<file path="config.mk">
export PLATFORM = sky130hd
export DESIGN_NAME = card_dealer
export DESIGN_NICKNAME = d
export VERILOG_FILES = /design/src/rtl/bacc_pkg.sv /design/src/rtl/card_source.sv /design/src/rtl/card_dealer.sv
export SDC_FILE = /design/constraint.sdc
export NUM_CORES = 1
export LEC_CHECK = 0
export BUFFER_PORTS_ARGS = -buffer_cell sky130_fd_sc_hd__buf_4
export CAP_MARGIN = 20
export CORE_UTILIZATION = 60
export CTS_BUF_LIST = sky130_fd_sc_hd__clkbuf_8 sky130_fd_sc_hd__clkbuf_16
export DETAILED_ROUTE_END_ITERATION = 10
export PLACE_DENSITY = 0.83
export SLEW_MARGIN = 30
export SYNTH_ARGS = -nofsm -noshare
export SYNTH_HDL_FRONTEND = slang
export SYNTH_HIERARCHICAL = 1
export SYNTH_SLANG_ARGS = --single-unit
</file>
<file path="constraint.sdc">
create_clock -name slow_clock -period 14.3 [get_ports slow_clock]
set_input_delay 2.86 -clock slow_clock [delete_from_list [all_inputs] [get_ports slow_clock]]
set_output_delay 2.86 -clock slow_clock [all_outputs]
set_load 0.05 [all_outputs]
</file>
<file path="src/rtl/bacc_pkg.sv">
`default_nettype none
// +----------------------------------------------------------------------+
// | bacc_pkg: card types, point/score helpers, deal FSM states            |
// | Rev 1.0                                                              |
// +----------------------------------------------------------------------+
package bacc_pkg;

  typedef logic [3:0] card_t;

  localparam card_t CARD_BLANK = 4'd0;
  localparam card_t CARD_ACE   = 4'd1;
  localparam card_t CARD_KING  = 4'd13;

  typedef enum logic [1:0] {
    ST_IDLE = 2'd0,
    ST_ACK  = 2'd1,
    ST_HOLD = 2'd2
  } deal_state_t;

  // Blank and 1..9 count at face value; 10..13 count as zero.
  function automatic logic [3:0] card_points(input card_t c);
    card_points = (c <= 4'd9) ? c : 4'd0;
  endfunction

  // Three-card sum never exceeds 27, so two conditional subtractions suffice.
  function automatic logic [3:0] score_mod10(input logic [4:0] s);
    logic [4:0] r;
    if (s >= 5'd20)      r = s - 5'd20;
    else if (s >= 5'd10) r = s - 5'd10;
    else                 r = s;
    score_mod10 = r[3:0];
  endfunction

endpackage
`default_nettype wire

</file>
<file path="src/rtl/card_source.sv">
`default_nettype none
// +----------------------------------------------------------------------+
// | card_source: free-running card counter, 1..CARD_MAX, wraps to 1       |
// | Rev 1.0                                                              |
// +----------------------------------------------------------------------+
module card_source
  import bacc_pkg::*;
#(
  parameter int CARD_MAX = 13
) (
  input  logic       slow_clock,
  input  logic       resetb,
  output logic [3:0] new_card
);

  localparam card_t c_MAX = card_t'(CARD_MAX);

  card_t r_card;

  always_ff @(posedge slow_clock) begin
    if (!resetb)               r_card <= CARD_ACE;
    else if (r_card >= c_MAX)  r_card <= CARD_ACE;
    else                       r_card <= r_card + 4'd1;
  end

  assign new_card = r_card;

endmodule
`default_nettype wire

</file>
<file path="src/rtl/card_dealer.sv">
`default_nettype none
// +----------------------------------------------------------------------+
// | card_dealer: handshaked dealing into player/banker hands with scores  |
// | Rev 1.0                                                              |
// +----------------------------------------------------------------------+
module card_dealer
  import bacc_pkg::*;
#(
  parameter int CARD_MAX = 13,
  parameter int SLOTS    = 3
) (
  input  logic       slow_clock,
  input  logic       resetb,
  input  logic       deal_req,
  input  logic       deal_who,
  input  logic       clear,
  output logic       deal_ack,
  output logic       deal_err,
  output logic [3:0] new_card,
  output logic [3:0] pcard1,
  output logic [3:0] pcard2,
  output logic [3:0] pcard3,
  output logic [3:0] dcard1,
  output logic [3:0] dcard2,
  output logic [3:0] dcard3,
  output logic [1:0] pcount,
  output logic [1:0] dcount,
  output logic [3:0] pscore,
  output logic [3:0] dscore
);

  card_t       w_new_card;
  deal_state_t r_state;
  deal_state_t w_state_nxt;
  logic        w_write;
  logic        w_err_nxt;
  logic        r_ack;
  logic        r_err;
  logic [1:0]  w_full;
  logic        w_sel_full;

  card_source #(.CARD_MAX(CARD_MAX)) u_source (
    .slow_clock (slow_clock),
    .resetb     (resetb),
    .new_card   (w_new_card)
  );

  assign w_sel_full = deal_who ? w_full[1] : w_full[0];

  always_comb begin
    w_state_nxt = r_state;
    w_write     = 1'b0;
    w_err_nxt   = 1'b0;
    case (r_state)
      ST_IDLE: begin
        if (deal_req) begin
          w_state_nxt = ST_ACK;
          if (w_sel_full) w_err_nxt = 1'b1;
          else            w_write   = 1'b1;
        end
      end
      ST_ACK:  w_state_nxt = ST_HOLD;
      ST_HOLD: if (!deal_req) w_state_nxt = ST_IDLE;
      default: w_state_nxt = ST_IDLE;
    endcase
    // Clear wins over a deal; a still-held request must be released first.
    if (clear) begin
      w_state_nxt = deal_req ? ST_HOLD : ST_IDLE;
      w_write     = 1'b0;
      w_err_nxt   = 1'b0;
    end
  end

  always_ff @(posedge slow_clock) begin
    if (!resetb) begin
      r_state <= ST_IDLE;
      r_ack   <= 1'b0;
      r_err   <= 1'b0;
    end else begin
      r_state <= w_state_nxt;
      r_ack   <= w_write;
      r_err   <= w_err_nxt;
    end
  end

  for (genvar h = 0; h < 2; h++) begin : g_hand
    localparam logic c_WHO = (h == 1);

    card_t      r_card [SLOTS];
    logic [1:0] r_count;
    logic [3:0] r_score;
    card_t      w_next [SLOTS];
    logic [4:0] w_sum;
    logic       w_sel;

    assign w_sel     = w_write && (deal_who == c_WHO);
    assign w_full[h] = (r_count == 2'(SLOTS));

    // Score comes from the post-write card set so it is valid in the ack cycle.
    always_comb begin
      w_sum = 5'd0;
      for (int s = 0; s < SLOTS; s++) begin
        w_next[s] = r_card[s];
        if (w_sel && (r_count == 2'(s))) w_next[s] = w_new_card;
        w_sum = w_sum + {1'b0, card_points(w_next[s])};
      end
    end

    always_ff @(posedge slow_clock) begin
      if (!resetb || clear) begin
        for (int s = 0; s < SLOTS; s++) r_card[s] <= CARD_BLANK;
        r_count <= 2'd0;
        r_score <= 4'd0;
      end else if (w_sel) begin
        for (int s = 0; s < SLOTS; s++) r_card[s] <= w_next[s];
        r_count <= r_count + 2'd1;
        r_score <= score_mod10(w_sum);
      end
    end
  end

  assign deal_ack = r_ack;
  assign deal_err = r_err;
  assign new_card = w_new_card;
  assign pcard1   = g_hand[0].r_card[0];
  assign pcard2   = g_hand[0].r_card[1];
  assign pcard3   = g_hand[0].r_card[2];
  assign dcard1   = g_hand[1].r_card[0];
  assign dcard2   = g_hand[1].r_card[1];
  assign dcard3   = g_hand[1].r_card[2];
  assign pcount   = g_hand[0].r_count;
  assign dcount   = g_hand[1].r_count;
  assign pscore   = g_hand[0].r_score;
  assign dscore   = g_hand[1].r_score;

endmodule
`default_nettype wire

</file>
; Yosys cells after proc, flatten, opt, wreduce, memory -nomap -nowiden
; Memory sizes are Yosys's and may differ from the RTL's.
; Index checks and enable logic that the tools add are counted.
[totals]
register_bits = 20
latch_bits = 0
ramBits = 24
mem_bits_ro = 0
in_bits = 5
mem_count = 2
[op_classes]
addsub = 11
mul = 0
div = 0
magnitude_cmp = 11
eq_ne = 10
shift = 0
n_mux = 41
bitwise = 10
reduce_logical = 16
[memory_table]
columns = name, depth, word_bits, rd, rd_ports_with_merged_regs, write_ports, line
row1 = g_hand[0].r_card, 3, 4, 3, 0, 3, card_dealer.sv:89  ; card_t r_card [SLOTS];
row2 = g_hand[1].r_card, 3, 4, 3, 0, 3, card_dealer.sv:89
[op_table]
columns = op, count
row1 = 4-bit two-way mux, 22
row2 = "4-bit less-or-equal comparator, second input constant", 6
row3 = 1-bit two-way mux, 14
row4 = 4-bit by 4-bit adder with 5-bit output, 2
row5 = 5-bit by 4-bit adder with 5-bit output, 2
row6 = "2-bit == test, second input constant", 5
row7 = "5-bit by 4-bit greater-or-equal comparator with 1-bit output, second input constant", 2
row8 = "5-bit greater-or-equal comparator, second input constant", 2
row9 = 1-bit logical AND, 8
row10 = 2-bit two-way mux, 4
row11 = "4-bit by 3-bit subtractor with 4-bit output, second input constant", 2
row12 = "4-bit subtractor, second input constant", 2
row13 = "2-bit by 1-bit == test with 1-bit output, second input constant", 3
row14 = 2-bit logical NOT, 3
row15 = "3-bit inequality test, second input constant", 2
row16 = 1-bit OR, 6
row17 = 2-bit case mux with 3 select lines, 1
row18 = "2-bit by 1-bit adder with 2-bit output, second input constant", 2
row19 = "4-bit by 1-bit adder with 4-bit output, second input constant", 1
row20 = "4-bit greater-or-equal comparator, second input constant", 1
row21 = 1-bit inverter, 4
row22 = 4-bit OR reduction, 1
row23 = 2-bit AND reduction, 1
row24 = 2-bit OR reduction, 1
row25 = other kinds (2), 2

; Longest topological paths before layout
; Gate-level depths: netlist of the first run.
[depth]
ltp_word = 16
ltp_mapped = 17
depth_no_buf = 15

; Modules after synthesis
; The synthesis of the first run kept the hierarchy.
[by_module_without_submodules]
columns = mod, n_inst, cells_per_inst, area_per_inst_um2, seq_area_each_um2
row1 = card_dealer, 1, 322, 2808.9, 1041.0
row2 = card_source, 1, 20, 195.2, 80.1

; Worst setup path before layout of the first run
; OpenSTA, ideal clock, no wires.
[synth_path]
path_type = in2reg
startpoint = input deal_req
endpoint = register g_hand[1].r_score[1], in the netlist dscore[1]
setup_ns = 0.063
arrival_ns = 6.440
slack_ns = 7.797
cell_stages = 16
path_cell_list = or3b_1 > buf_2 > nor3_2 > nand2_1 > clkbuf_1 > nand3b_1 > o21ai_0 > fa_1 > ha_1 > fa_1 > inv_1 > ha_1 > a21oi_1 > nor3_1 > or4_1 > nand3_1
[synth_via]
elab_chain_len = 13
[synth_lines]
columns = item, line
row1 = start: declaration, card_dealer.sv:14  ; input logic deal_req,
row2 = 1-bit two-way mux *, card_dealer.sv:56  ; if (deal_req) begin
row3 = 1-bit two-way mux *, card_dealer.sv:54  ; case (r_state)
row4 = 1-bit two-way mux *, card_dealer.sv:67  ; if (clear) begin
row5 = 1-bit logical AND *, card_dealer.sv:96  ; assign w_sel = w_write && (deal_who == c_WHO);
row6 = 1-bit logical AND, card_dealer.sv:104  ; if (w_sel && (r_count == 2'(s))) w_next[s] = w_new_card;
row7 = 4-bit two-way mux, card_dealer.sv:104
row8 = 4-bit less-or-equal comparator, bacc_pkg.sv:22  ; card_points = (c <= 4'd9) ? c : 4'd0;
row9 = 4-bit two-way mux, bacc_pkg.sv:22
row10 = 4-bit by 4-bit adder with 5-bit output, card_dealer.sv:105  ; w_sum = w_sum + {1'b0, card_points(w_next[s])};
row11 = 5-bit by 4-bit adder with 5-bit output, card_dealer.sv:105
row12 = 4-bit subtractor / 5-bit by 4-bit greater-or-equal comparator with 1-bit output (equally long branches), bacc_pkg.sv:29  ; else if (s >= 5'd10) r = s - 5'd10;
row13 = 4-bit two-way mux, bacc_pkg.sv:29
row14 = 4-bit two-way mux, bacc_pkg.sv:28  ; if (s >= 5'd20) r = s - 5'd20;
row15 = end signal: assignment, card_dealer.sv:117  ; r_score <= score_mod10(w_sum);
row16 = end: declaration, card_dealer.sv:91  ; logic [3:0] r_score;
; Mark *: on every way between the ends. The rest lies on a longest branch, timed or not.
; A chain may end at the register's enable or synchronous reset.

; Final worst setup path of the first run
; Ends and elaborated chain as after synthesis.

==> results of run 1 <==
sequential cells by signal, summed over array words and instances, names as in the netlist:
name	count
dcount	2
pscore	4
dscore	4
u_source/new_card	4
g_hand.r_card	24
deal_err	1
r_state	2
pcount	2
deal_ack	1
cells in the final DEF (no fill, tap or decap), drive strengths merged, types with 3 or more instances in the layout:
master,synthesis,routed
clkbuf,11,6
a21oi,32,32
ha,21,21
nand2b,5,5
xnor2,3,3
o21ai,35,35
edfxtp,24,24
buf,4,46
nand3b,12,12
nand3,38,38
dfxtp,20,20
nor3,7,7
a31oi,6,6
inv,15,17
nor2,23,23
fa,10,10
nand2,39,39
nor2b,6,6
per-layer routing:
metal	part of all wire, %	vias to the layer above	global-route usage [%]
met5	0	-	0
met4	0.83	0	5.88
met3	7.9	7	5.66
met2	46	125	45.1
met1	45	1234	40.6
li1	-	1297	-
area by class of cell:
type                            instances  area, um^2  area share (%)
Timing Repair Buffer                   46         345            9.97
Inverter                               15        56.3            1.63
Sequential cell                        44        1120            32.4
Tap cell                               67        83.8            2.42
Clock inverter                          2        10.0           0.289
Clock buffer                            6        82.6            2.38
Multi-Input combinational cell        268        1770            51.0
cells by family after synthesis:
kind of cell	count (synthesis)
xor gates and xnor gates	4
DFF	44
muxes	2
and+or+nand+nor	140
AOI/OAI and AO/OA	91
adders and majority gates	31
buffers and inverters	30
worst paths after layout:
path | slack [ps] | depth (start not counted) | start | end
worst max register to register | 9440 | 13 | r_state[1]$_SDFFE_PN0P_ | dscore[1]$_SDFFE_PP0P_
worst min register to register | 480 | 2 | pscore[3]$_SDFFE_PP0P_ | pscore[3]$_SDFFE_PP0P_
worst min-delay path | 480 | 2 | pscore[3]$_SDFFE_PP0P_ | pscore[3]$_SDFFE_PP0P_
worst max-delay path | 7140 | 14 | deal_req | dscore[1]$_SDFFE_PP0P_
critical path: cells and delay by family:
family                   cells  cell delay (ps)
buffers and inverters        2              180
adder cells (fa/ha/maj)      4             1550
AO/OA/AOI/OAI                2              480
AND/OR/NAND/NOR              6             2320
through the flow:
stage / hold slack, ps / instance area (um^2) / power, mW / instances
4_1_cts: 479 / 3460 / 0.324 / 448
6_report: 476 / 3460 / 0.324 / 448
3_3_place_gp: 446 / 3370 / 0.242 / 440
2_1_floorplan: 515 / 3000 / 0.220 / 342
5_1_grt: 531 / 3460 / 0.340 / 448
3_5_place_dp: 456 / 3370 / 0.244 / 440
report_power, final:
group / leakage (nW) / total, mW / switching, mW / internal, mW
Clock: 0.0529 / 0.0808 / 0.0421 / 0.0387
Combinational: 0.879 / 0.0942 / 0.0615 / 0.0326
Sequential: 0.432 / 0.149 / 0.00985 / 0.139
==> impl_metrics.py, run 1 <==
metrics = {
    "synth": {
        "synth.most_common_cell": "nand2_1",
        "synthXorXnorAreaFrac_pct": 1.17,
        "avgSynthCellArea_um2": 8.78,
        "synth_compound_area_share_pct": 17.7,
        "yosys_warnings": 6,
        "muxShareOfSynthArea_pct": 0.666,
        "synthCells": 342,
        "syn_nets": 378,
        "ys_ff_latch": 44,
        "seq_area_frac_synth_pct": 37.3,
        "synthFlopType": "edfxtp_1",
        "async_flop_share_pct": 0,
        "syn_area_um2": 3000,
        "synth_top_family_by_area": "simple AND/OR/NAND/NOR gates",
        "synth_top_cell_by_area": "edfxtp_1",
        "yosys.area_share.simple_pct": 23.9,
        "synth_edf_count": 24,
        "synthAdderAreaFrac_pct": 15.4,
        "yosysTopAreaCellShare_pct": 24.0,
        "synth_area_leaders": "edfxtp_1, dfxtp_1, ha_1",
        "synth_cell_types": 42,
        "ys_top_cells_by_count": "nand2_1, nand3_1, o21ai_0",
    },
    "critical_path": {
        "critPathSlowestCell": "nor3_2",
        "arrival_ps": 7410,
        "crit_path_max_fanout": 16,
        "path_cells": "buf_4 -> or3b_1 -> nor3_2 -> nand2_1 -> o21ai_0 -> fa_1 -> ha_1 -> fa_1 -> inv_1 -> ha_1 -> a21oi_1 -> nor3_1 -> or4_1 -> nand3_1",
        "cp.required_ps": 14540,
        "start_kind": "primary input",
        "worstSetupEndpointType": "flop",
        "path_class": "primary input to flop",
        "crit_path_max_incr_delay_ps": 720,
    },
    "final_layout": {
        "diodes": 0,
        "fillerInstances": 379,
        "fin_util_pct": 72.4,
        "drive_above_1_share_pct": 16.5,
        "synthToLayoutAreaGrowth_pct": 15.3,
        "nets": 416,
    },
    "worst_hold_path": {
        "hold_path_class": "flop to flop",
    },
    "power_and_ir_drop": {
        "pwr_density_cell_nw_per_um2": 93.5,
        "ir_drop_v": 0.0000549,
        "leakage_nw": 1.36,
    },
    "timing": {
        "period_share_pct": 50.1,
        "hold_viol_final": 0,
        "grt_setup_unrepaired": "false",
        "skew_ps": 9.31,
        "finalWorstSetupSlack_ps": 7140,
        "setup_violations": 0,
        "relSlewSlack_pct": 41.1,
        "finalSetupTns_ps": 0,
        "period_minus_slack_ps": 7160,
        "slew_violations": 0,
        "tightest_slew_ps": 879,
        "fmax_ghz": 0.140,
    },
    "detailed_routing": {
        "num_vias": 2663,
        "drc": 0,
        "wire_per_inst_um": 15.3,
        "firstDrtPassIters": 6,
        "ant_nets": 0,
        "via_per_inst": 5.94,
        "drt_iter0_drc": 315,
        "wl_um": 6880,
    },
    "die": {
        "dieArea_um2": 5290,
        "die_w_um": 72.8,
        "rows": 25,
        "start_util_pct": 62.8,
        "core_um2": 4790,
        "chipHeight_um": 72.8,
        "pin_count": 47,
    },
    "grt": {
        "grt_usage_pct": 28.4,
        "antenna_found_initial": 0,
        "grt_pass1_vias": 2407,
        "grt_max_degree": 17,
        "globalRouteOverflowTotal": 0,
        "grt_pass1_wl_um": 11500,
    },
    "clock_tree": {
        "cts_resized": 0,
        "htreeDepth": 2,
        "clock_path_buffers": 2,
        "clk_pin_slew_ps": 90,
        "cts_setup_buffers": 0,
        "cts_tree": "yes",
        "cts_root_buf": "clkbuf_8",
        "clock_sinks": 44,
        "cts.hold.buffers_added": 0,
        "clk_latency_ps": 300,
        "cts_made_buffers": 5,
    },
    "run": {
        "maxCapViolCount": 0,
    },
    "placed_design": {
        "pre_cts_ws_ps": 6910,
        "place.gp.congestion": 0.842,
        "port_buffers": 46,
        "dpl.hpwl_um": 5090,
    },
    "run_status": {
        "run_status": "finished clean",
    },
}
Note: power is estimated with default switching activity, not from simulation.
==> inputs of run 2 (changes only) <==
--- a/config.mk
+++ b/config.mk
@@ -5,12 +5,13 @@
 export SDC_FILE = /design/constraint.sdc
 export NUM_CORES = 1
 export LEC_CHECK = 0
+export ABC_AREA = 1
 export BUFFER_PORTS_ARGS = -buffer_cell sky130_fd_sc_hd__buf_4
 export CAP_MARGIN = 20
-export CORE_UTILIZATION = 60
+export CORE_UTILIZATION = 52
 export CTS_BUF_LIST = sky130_fd_sc_hd__clkbuf_8 sky130_fd_sc_hd__clkbuf_16
 export DETAILED_ROUTE_END_ITERATION = 10
-export PLACE_DENSITY = 0.83
+export PLACE_DENSITY = 0.76
 export SLEW_MARGIN = 30
 export SYNTH_ARGS = -nofsm -noshare
 export SYNTH_HDL_FRONTEND = slang
==> constraint.sdc (replaced) <==
create_clock -name slow_clock -period 5.9 [get_ports slow_clock]
set_input_delay 1.18 -clock slow_clock [delete_from_list [all_inputs] [get_ports slow_clock]]
set_output_delay 1.18 -clock slow_clock [all_outputs]
set_load 0.05 [all_outputs]
==> impl_metrics.py, run 2 <==
metrics = {
    "final_layout": {
        "final_area_um2": 3550,
        "fillerInstances": 500,
        "synthToLayoutAreaGrowth_pct": 16.3,
        "final_cells": 507,
        "nets": 470,
        "mostFrequentLayoutCells": "nand2_1, inv_1, nor2_1, buf_4, nand3_1",
        "mostFrequentLayoutCell": "nand2_1",
        "drive_above_1_share_pct": 18.2,
        "diodes": 0,
        "seq_area_um2": 1120,
        "largest_reg_flops": 24,
        "multi_input_area_um2": 1680,
        "regMostFlops": "g_hand.r_card",
    },
    "timing": {
        "setup_violations": 0,
        "hold_slack_ps": 453,
        "fmax_ghz": 0.217,
        "period_minus_slack_ps": 4610,
        "skew_ps": 7.77,
        "slew_violations": 0,
        "period_share_pct": 78.2,
        "finalSetupTns_ps": 0,
        "hold_viol_final": 0,
        "relSlewSlack_pct": 57.8,
        "tightest_slew_ps": 631,
        "grt_setup_unrepaired": "false",
    },
    "clock_tree": {
        "cts.hold.buffers_added": 0,
        "cts_root_buf": "clkbuf_8",
        "clk_pin_slew_ps": 80,
        "cts_resized": 0,
        "htreeDepth": 2,
        "clock_path_buffers": 2,
        "cts_made_buffers": 5,
        "cts_setup_buffers": 0,
        "clk_latency_ps": 300,
        "cts_tree": "yes",
        "clock_sinks": 44,
    },
    "synth": {
        "ys_ff_latch": 44,
        "synth_cell_types": 29,
        "async_flop_share_pct": 0,
        "synthFlopType": "edfxtp_1",
        "yosysTopAreaCellShare_pct": 23.6,
        "ys_top_cells_by_count": "nand2_1, inv_1, nor2_1",
        "seq_area_frac_synth_pct": 36.8,
        "synthCells": 385,
        "synth.most_common_cell": "nand2_1",
        "syn_area_um2": 3050,
        "yosys_warnings": 6,
        "synth_edf_count": 24,
        "synth_area_leaders": "edfxtp_1, dfxtp_1, nand2_1",
        "synth_top_cell_by_area": "edfxtp_1",
        "syn_nets": 421,
        "avgSynthCellArea_um2": 7.92,
    },
    "critical_path": {
        "critPathSlowestCell": "fa_1",
        "critical-path-top-delay-family": "adder cells",
        "worstSetupEndpointType": "flop",
        "path_cells": "buf_4 -> inv_2 -> nand2_1 -> nand2_1 -> nand2_4 -> nand4_2 -> o21ai_2 -> nor2_1 -> fa_1 -> ha_1 -> fa_1 -> inv_1 -> ha_1 -> inv_1 -> nor2_1 -> o21ai_0 -> nand2_1 -> nand2_1 -> nand2_1 -> nand3_1 -> nand2_1",
        "arrival_ps": 4810,
        "cp.required_ps": 6100,
        "crit_path_max_fanout": 15,
        "crit_path_max_incr_delay_ps": 570,
        "start_kind": "primary input",
        "crit_top_cell": "nand2_1",
        "cp_num_buf_inv": 4,
        "path_class": "primary input to flop",
    },
    "run": {
        "maxCapViolCount": 0,
    },
    "detailed_routing": {
        "wl_um": 6730,
        "drt_iter0_drc": 226,
        "drc": 0,
        "num_vias": 2650,
        "via_per_inst": 5.23,
        "wire_per_inst_um": 13.3,
        "ant_nets": 0,
        "firstDrtPassIters": 4,
    },
    "placed_design": {
        "dpl_cell_area_um2": 3460,
        "post-place-cells": 499,
        "port_buffers": 46,
        "dpl.hpwl_um": 5260,
        "place.gp.congestion": 0.926,
    },
    "die": {
        "pin_count": 47,
        "dieArea_um2": 6170,
        "chipHeight_um": 78.6,
        "start_util_pct": 54.7,
        "die_w_um": 78.6,
        "rows": 27,
        "core_um2": 5570,
    },
    "grt": {
        "grt_pass1_vias": 2393,
        "globalRouteOverflowTotal": 0,
        "grt_pass1_wl_um": 11100,
        "grt_max_degree": 16,
        "antenna_found_initial": 0,
        "grt_usage_pct": 23.4,
    },
    "power_and_ir_drop": {
        "leakage_nw": 1.81,
        "pwr_density_cell_nw_per_um2": 230,
        "ir_drop_v": 0.000132,
    },
    "run_status": {
        "run_status": "finished clean",
    },
    "worst_hold_path": {
        "hold_path_class": "flop to flop",
    },
}
run 2: cell count changes after synthesis, moves of 12 or more:
cell      delta
a21oi_1     -16
inv_1       +40
nand2_1     +53
nand3b_1    -12
nand4_1     +13
nor2_1      +27
o21ai_0     -22
run 2: tightest hold or removal path, delay by kind of cell (launching register included):
kind,cells,cell delay [ps]
simple gates,2,100
flops,1,310
run 2: final cells by class:
class	instances	area share (%)
clock buffers	6	2.33
well taps	72	2.54
multi-input cells	278	47.2
repair buffers	46	9.74
clock inverters	2	0.212
flip-flops and latches	44	31.6
inverters	59	6.32
run 2: where the power goes:
part | internal, mW | switching [mW]
combinational | 0.0870 | 0.186
sequential | 0.338 | 0.0124
clock | 0.0922 | 0.101
total | 0.517 | 0.299
run 2: cells by family after synthesis:
| family | after synthesis | synth area share, % |
|---|---|---|
| simple gates | 208 | 32.1 |
| buf+inv | 63 | 8.25 |
| xor+xnor | 3 | 0.862 |
| flops | 44 | 36.8 |
| fa+ha+maj | 31 | 15.2 |
| compound gates | 36 | 6.77 |
run 2: path summary, 6_finish.rpt:
kind / start / end / slack, ps / cells after the start
max: deal_who / pscore[1]$_SDFFE_PP0P_ / 1290 / 21
min: pscore[1]$_SDFFE_PP0P_ / pscore[1]$_SDFFE_PP0P_ / 450 / 2
max reg2reg: r_state[0]$_SDFFE_PN0P_ / pscore[1]$_SDFFE_PP0P_ / 2020 / 19
min reg2reg: pscore[1]$_SDFFE_PP0P_ / pscore[1]$_SDFFE_PP0P_ / 450 / 2
run 2: stage by stage:
step | utilization [%] | total power, mW | setup WS [ps]
floorplan | - | 0.562 | 1670
global placement | 62.0 | 0.620 | 1180
detailed placement | 62.0 | 0.627 | 1040
CTS | 63.6 | 0.821 | 1330
global route | 63.6 | 0.868 | 971
finish | 63.6 | 0.816 | 1290
run 2: per-layer routing:
metal	up-vias	routed length [um]	track usage (%)
li1	1341	-	-
met1	1214	3010	31.7
met2	81	3140	37.0
met3	14	439	4.88
met4	0	142	7.78
met5	-	0	0
